<file path="config.mk">
export PLATFORM = sky130hd
export DESIGN_NAME = quad_enc_gen
export DESIGN_NICKNAME = d
export VERILOG_FILES = /design/src/rtl/quad_enc_gen.sv
export SDC_FILE = /design/constraint.sdc
export NUM_CORES = 1
export LEC_CHECK = 0
export BUFFER_PORTS_ARGS = -buffer_cell sky130_fd_sc_hd__buf_2
export CAP_MARGIN = 40
export CORE_MARGIN = 2
export CORE_UTILIZATION = 35
export DETAILED_ROUTE_END_ITERATION = 8
export MAX_ROUTING_LAYER = met4
export PLACE_DENSITY = 0.51
export SYNTH_ARGS = -nofsm -noshare
export SYNTH_HDL_FRONTEND = slang
export SYNTH_SLANG_ARGS = --single-unit
</file>
<file path="constraint.sdc">
create_clock -name clk_i -period 4.5 [get_ports clk_i]
set_input_delay 0.225 -clock clk_i [delete_from_list [all_inputs] [get_ports clk_i]]
set_output_delay 0.225 -clock clk_i [all_outputs]
set_load 0.02 [all_outputs]
</file>
<file path="src/rtl/quad_enc_gen.sv">
// quad_enc_gen: turns single-cycle left/right step requests into A/B quadrature steps.
// Define QUAD_GEN_BOUNCE_EN to emit every edge as a new/old/new contact-bounce train.
module quad_enc_gen #(
   parameter int unsigned CLOCK_FREQ_MHZ = 100,
   parameter int unsigned EDGE_DELAY_US  = 100,
   parameter int unsigned PEND_W         = 4
) (
   input  logic clk_i,
   input  logic rst_i,
   input  logic left_i,
   input  logic right_i,
   output logic a_o,
   output logic b_o,
   output logic busy_o,
   output logic step_done_o,
   output logic overflow_o
);
   localparam int unsigned TICK_W = 16;
   localparam int unsigned EXT_W  = PEND_W + 2;
   localparam int unsigned D      = CLOCK_FREQ_MHZ * EDGE_DELAY_US;
   localparam logic [TICK_W-1:0]       TICK_LAST = TICK_W'(D - 1);
   localparam logic [TICK_W-1:0]       TICK_ONE  = TICK_W'(1);
   localparam logic signed [EXT_W-1:0] P_ONE     = EXT_W'(1);
   localparam logic signed [EXT_W-1:0] P_MAX     = EXT_W'((2 ** (PEND_W - 1)) - 1);
   localparam logic signed [EXT_W-1:0] P_MIN     = -P_MAX;

   typedef enum logic [2:0] {S_IDLE, S_E1, S_E2, S_E3, S_E4} state_t;

   state_t                    r_state;
   logic                      r_dir;
   logic [TICK_W-1:0]         r_tick;
   logic signed [PEND_W-1:0]  r_pend;
   logic [1:0]                r_ab;
   logic                      r_busy;
   logic                      r_done;
   logic                      r_ovf;

   logic                      w_start;
   logic signed [EXT_W-1:0]   w_base;
   logic signed [EXT_W-1:0]   w_req;
   logic signed [EXT_W-1:0]   w_sum;
   logic                      w_drop;
   logic signed [PEND_W-1:0]  w_pend_nx;
   logic [TICK_W-1:0]         w_tick_inc;
   logic [1:0]                w_ab_hold;

   // {a,b} held during each state; dir=1 is a right step
   function automatic logic [1:0] levels(input state_t s, input logic dir);
      case (s)
         S_E1:    levels = dir ? 2'b01 : 2'b10;
         S_E2:    levels = 2'b00;
         S_E3:    levels = dir ? 2'b10 : 2'b01;
         default: levels = 2'b11;
      endcase
   endfunction

   function automatic state_t succ(input state_t s);
      case (s)
         S_E1:    succ = S_E2;
         S_E2:    succ = S_E3;
         S_E3:    succ = S_E4;
         default: succ = S_IDLE;
      endcase
   endfunction

   assign w_start    = (r_state == S_IDLE) && (r_pend != '0);
   assign w_tick_inc = r_tick + TICK_ONE;

   // Saturation is judged on the net result after the start adjustment
   always_comb begin
      w_base = EXT_W'(r_pend);
      if (w_start) begin
         w_base = r_pend[PEND_W-1] ? (w_base + P_ONE) : (w_base - P_ONE);
      end
      w_req = '0;
      if (right_i && !left_i) begin
         w_req = P_ONE;
      end else if (left_i && !right_i) begin
         w_req = -P_ONE;
      end
      w_sum     = w_base + w_req;
      w_drop    = (w_req != '0) && ((w_sum > P_MAX) || (w_sum < P_MIN));
      w_pend_nx = PEND_W'(w_drop ? w_base : w_sum);
   end

`ifdef QUAD_GEN_BOUNCE_EN
   localparam logic [TICK_W-1:0] BOUNCE_LO = TICK_W'(CLOCK_FREQ_MHZ);
   localparam logic [TICK_W-1:0] BOUNCE_HI = TICK_W'(2 * CLOCK_FREQ_MHZ);

   function automatic state_t pred(input state_t s);
      case (s)
         S_E2:    pred = S_E1;
         S_E3:    pred = S_E2;
         S_E4:    pred = S_E3;
         default: pred = S_IDLE;
      endcase
   endfunction

   // Second microsecond after an edge briefly reverts to the previous level
   assign w_ab_hold = ((w_tick_inc >= BOUNCE_LO) && (w_tick_inc < BOUNCE_HI)) ?
                      levels(pred(r_state), r_dir) : levels(r_state, r_dir);
`else
   assign w_ab_hold = levels(r_state, r_dir);
`endif

   always_ff @(posedge clk_i) begin
      if (rst_i) begin
         r_state <= S_IDLE;
         r_dir   <= 1'b0;
         r_tick  <= '0;
         r_pend  <= '0;
         r_ab    <= 2'b11;
         r_busy  <= 1'b0;
         r_done  <= 1'b0;
         r_ovf   <= 1'b0;
      end else begin
         r_pend <= w_pend_nx;
         r_ovf  <= w_drop;
         r_done <= 1'b0;
         case (r_state)
            S_IDLE: begin
               r_tick <= '0;
               if (w_start) begin
                  r_state <= S_E1;
                  r_dir   <= ~r_pend[PEND_W-1];
                  r_busy  <= 1'b1;
                  r_ab    <= levels(S_E1, ~r_pend[PEND_W-1]);
               end
            end
            default: begin
               if (r_tick == TICK_LAST) begin
                  r_tick <= '0;
                  if (r_state == S_E4) begin
                     r_state <= S_IDLE;
                     r_busy  <= 1'b0;
                     r_done  <= 1'b1;
                     r_ab    <= 2'b11;
                  end else begin
                     r_state <= succ(r_state);
                     r_ab    <= levels(succ(r_state), r_dir);
                  end
               end else begin
                  r_tick <= w_tick_inc;
                  r_ab   <= w_ab_hold;
               end
            end
         endcase
      end
   end

   assign a_o         = r_ab[1];
   assign b_o         = r_ab[0];
   assign busy_o      = r_busy;
   assign step_done_o = r_done;
   assign overflow_o  = r_ovf;
endmodule

</file>
# --- Word-level counts from Yosys, hierarchy flattened ---
# Index checks and enable logic that the tools add are counted.
word_totals:
  ff_bits: 29
  input_bits: 4
classes:
  n_mux: 28
  n_lt_le_gt_ge: 2
  add_sub_neg: 4
  n_bitwise: 2
  reduce_logical: 17
  eq_ne: 9
op_table:
  columns: ["operator", "n"]
  rows:
  - ["two-way mux 3 bit", 8]
  - ["two-way mux 6 bit", 4]
  - ["adder 16 x 1 -> 16 bit, second input constant", 1]
  - ["equality test 16 x 14 -> 1 bit, second input constant", 1]
  - ["two-way mux 2 bit", 7]
  - ["equality test 3 x 2 -> 1 bit, second input constant", 4]
  - ["one-hot mux 2 bit (3 select lines)", 2]
  - ["one-hot mux 3 bit (3 select lines)", 1]
  - ["adder 6 bit", 1]
  - ["equality test 3 x 1 -> 1 bit, second input constant", 2]
  - ["greater-than comparator 6 x 4 -> 1 bit, second input constant", 1]
  - ["less-than comparator 6 x 4 -> 1 bit, second input constant", 1]
  - ["nonzero test 6 bit", 1]
  - ["OR reduction 3 bit", 2]
  - ["adder 4 x 2 -> 5 bit, second input constant", 1]
  - ["two-way mux 1 bit", 5]
  - ["subtractor 4 x 2 -> 5 bit, second input constant", 1]
  - ["logical AND 1 bit", 4]
  - ["two-way mux 4 bit", 1]
  - ["AND reduction 2 bit", 2]
  - ["nonzero test 2 bit", 2]
  - ["nonzero test 4 bit", 1]
  - ["equality test 3 bit, second input constant", 1]
  - ["zero test 3 bit", 1]
  - ["other kinds (5)", 7]

# --- Depth between registers and ports, before layout ---
logic_depth:
  word_depth: 11
  depth_mapped: 15
  ltp_nobuf: 14

# --- Worst setup path before layout ---
# No wires, ideal clock.
synth_path:
  path_type: "register to register"
  startpoint: "register r_pend[3]"
  endpoint: "register r_pend[2]"
  path_stages_with_launch: 16
  slack_ps: 1090
  t_required_ps: 4379
  arrival_ps: 3289
  setup_time_ps: 121
  synth_period_minus_slack_ps: 3410
  path_cell_list: "dfxtp_1 inv_1 ha_1 or3b_1 clkbuf_1 nand2_1 xnor2_1 ha_1 inv_1 fa_1 nand2b_1 a21oi_1 xor2_1 and3_1 a2bb2oi_2 mux2_2"
synth_via:
  elab_chain_len: 8
  word_cells_on_any_way: 12
  classes_between: "add/sub: 3; order compare: 2; mux: 3; reduce/logical: 4"
synth_rtl:
  columns: ["item", "line_no", "text"]
  rows:
  - ["start: declaration", "32", "logic signed [PEND_W-1:0] r_pend;"]
  - ["start signal: assignment", "117", "r_pend <= w_pend_nx;"]
  - ["subtractor 4 x 2 -> 5 bit, or another cell as far along", "73", "w_base = r_pend[PEND_W-1] ? (w_base + P_ONE) : (w_base - P_ONE);"]
  - ["two-way mux 6 bit or logical AND 1 bit (tied branches)", "73, 66", null]
  - ["two-way mux 6 bit (*)", "72", "if (w_start) begin"]
  - ["adder 6 bit", "81", "w_sum = w_base + w_req;"]
  - ["greater-than comparator 6 x 4 -> 1 bit or less-than comparator 6 x 4 -> 1 bit (tied branches)", "82", "w_drop = (w_req != '0) && ((w_sum > P_MAX) || (w_sum < P_MIN));"]
  - ["logical OR 1 bit", "82", null]
  - ["logical AND 1 bit", "82", null]
  - ["two-way mux 4 bit (*)", "83", "w_pend_nx = PEND_W'(w_drop ? w_base : w_sum);"]
# Every way passes the cells marked *; elsewhere a longest branch is shown, timed or not.
# A chain may end at the register's enable or synchronous reset.

# --- Worst setup path after layout ---
# Ends and elaborated chain as after synthesis.

==> reports/qor.csv <==
metric;value;unit
outcome;finished, final reports clean;
crit_arrival;3.86;ns
whs_endpoint;overflow_o;
postLayoutCellArea;0.001871;mm²
worstReg2RegEnd;r_pend[2];
place_area;0.001754;mm²
cts_root_buffer;clkbuf_8;
cts_made_buffers;5;
synth_largest_area_cell;dfxtp_1;
worstMarginPinSlew;0.5370;ns
grt_setup_unrepaired;no;
clk_latency;0.28;ns
hp-start;rst_i;
grt_overflow;0;
yosys.cell_count.top_type;nor2_1;
drive_gt1_share;9.048;%
holdPathStages;2;
ios;9;
critPathCaptureType;flop;
grt_usage;13.44;%
finalCritPeriodShare;82.03;%
stdcell_count;264;
dp_cells;256;
grt_pass1_wl;5471;µm
post-place-ws;0.8137;ns
multi_input_area;0.001017;mm²
fin_setup_tns;0;ns
ff2ff_setup_slack;0.81;ns
netlist_instances;204;
netlist_area;0.001695;mm²
die_h;73.60;µm
worst-path-max-fanout;8;
h-tree-depth;2;
reg2regPathDepth;14;
worstPathRequired;4.67;ns
synth_top_area_share;34.24;%
drv_slew;0;
die_w;73.60;µm
max_freq;270.9;MHz
power.total;1.239;mW
routed_wl;3049;µm
area_delta_synth_final;10.33;%
grt_max_degree;19;
initial_core_util;36.13;%
syn_nets;221;
antenna_left;0;
clock-sinks;29;
nets;226;
netlist_top_cells_area;dfxtp_1 (34%), nor2_1 (8.9%), ha_1 (7.4%);
postCtsSetupBuffers;0;
ys_seq_elements;29;
synth.distinct_cells;44;
ys_warn_count;0;
grt_antenna_before_repair;0;
die-area;0.005417;mm²
drc;0;
dr.pass1.iters;4;
vias_per_cell;4.886;
synth_common_cells;nor2_1 (40), dfxtp_1 (29), inv_1 (13);
peakVddDrop;0.2060;mV
diodes;0;
r2r-start;r_pend[3];
vias;1290;
syn_area_per_cell;8.311;µm²
wl_per_cell;11.55;µm
criticalPathCategory;flop to flop;
finalCriticalPeriod;3.691;ns
cts_buffer_depth;2;
holdBufCountCts;0;
coreArea;0.004692;mm²
ys_seq_area_share;34.24;%
detail_route.iter0.violations;46;
grt_pass1_vias;1207;
cts.reportedPaths.clkPinSlew;0.06;ns
drv_cap;0;
finalSetupViolations;0;
fill_cells;500;
synth_edf_count;0;
synth_flop_cell;dfxtp_1;
hold_path.class;primary input to flop;
regArea;580.6;µm²
timing.clock.skew;0.004836;ns
cellPowerDensity;662.1;mW/mm²
port_buffers;8;
post-dp-hpwl;2295;µm
cts_tree;yes;
gp_congestion;0.8702;
ctsResizeCount;0;
async_reset_ff_share;0;%
fin_ws;0.8087;ns
hold_viol_final;0;
row_count;25;
startpoint_type;flop;
slew_headroom;64.20;%
power.leakage;0.7526;nW
==> registers in the layout, indices dropped and copies added (netlist names) <==
name         flops
overflow_o       1
r_tick          16
busy_o           1
r_state          3
r_pend           4
step_done_o      1
r_ab             2
r_dir            1
==> worst max-delay path by stage <==
stage               depth (start not counted)         to  startpoint
detailed placement                         14  r_pend[2]   r_pend[3]
finish                                     14  r_pend[2]   r_pend[3]
CTS                                        14  r_pend[2]   r_pend[3]
global route                               14  r_pend[2]   r_pend[3]
floorplan                                  15  r_pend[2]   r_pend[3]
global placement                           14  r_pend[2]   r_pend[3]
==> layout by cell type (no fill, tap or decap), types with 2 or more instances in the layout <==
cell type and n:
a21o_1 3, a21oi_1 8, and3_1 3, buf_2 8, clkbuf_8 6, dfxtp_1 29
fa_1 3, ha_1 10, inv_1 13, mux2i_1 3, nand2_1 10, nand2b_1 5
nand3_1 9, nand4_1 5, nor2_1 40, nor2b_1 2, nor3_1 2, nor3_2 2
o21ai_0 4, o21ai_1 2, or3_1 2, xnor2_1 8, xor2_1 10
==> logic make-up after synthesis <==
| family | Yosys count | share of synthesized area (%) |
|---|---|---|
| AO/OA/AOI/OAI | 26 | 10.04 |
| flip-flops | 29 | 34.24 |
| XOR/XNOR | 18 | 9.299 |
| AND/OR/NAND/NOR | 89 | 26.05 |
| adder cells (fa/ha/maj) | 14 | 11.51 |
| buffers and inverters | 23 | 5.757 |
| multiplexers | 5 | 3.100 |
==> report_power, final <==
part / switching [mW] / internal [mW]
Clock: 0.0981 / 0.180
Combinational: 0.349 / 0.276
Sequential: 0.0356 / 0.299
Total: 0.483 / 0.756
==> final cells by class <==
type                    count  share of cell area (%)
clock buffers               7                   4.615
clock inverters             1                   1.605
inverters                  13                   2.609
multi-input cells         152                   54.38
flip-flops and latches     29                   31.04
well taps                  54                   3.612
repair buffers              8                   2.140
==> worst max-delay path: stages (launching register included) <==
cell and delay, ns:
dfxtp_1 0.36, inv_1 0.13, ha_1 0.15, or3b_1 0.45, nand2_1 0.26, xnor2_1 0.18
ha_1 0.20, inv_1 0.06, fa_1 0.42, nand2b_1 0.16, a21oi_1 0.15, xor2_1 0.19
and3_1 0.19, a2bb2oi_2 0.31, mux2_2 0.37
==> per-layer routing <==
| layer | vias to the layer above | track usage [%] | share of wire (%) |
|---|---|---|---|
| met5 | - | - | 0 |
| met4 | 0 | 4.848 | 1.6 |
| met3 | 5 | 4.252 | 3.9 |
| met2 | 16 | 18.85 | 42 |
| met1 | 573 | 18.03 | 52 |
| li1 | 696 | - | - |
==> per-stage QoR <==
stage / utilization [%] / hold WS, ns
finish: 39.87 / 0.3061
global route: 39.87 / 0.3280
CTS: 39.87 / 0.3056
detailed placement: 37.39 / 0.4559
global placement: 37.39 / 0.4465
floorplan: - / 0.4294
Power figures use the tool's default switching activity.
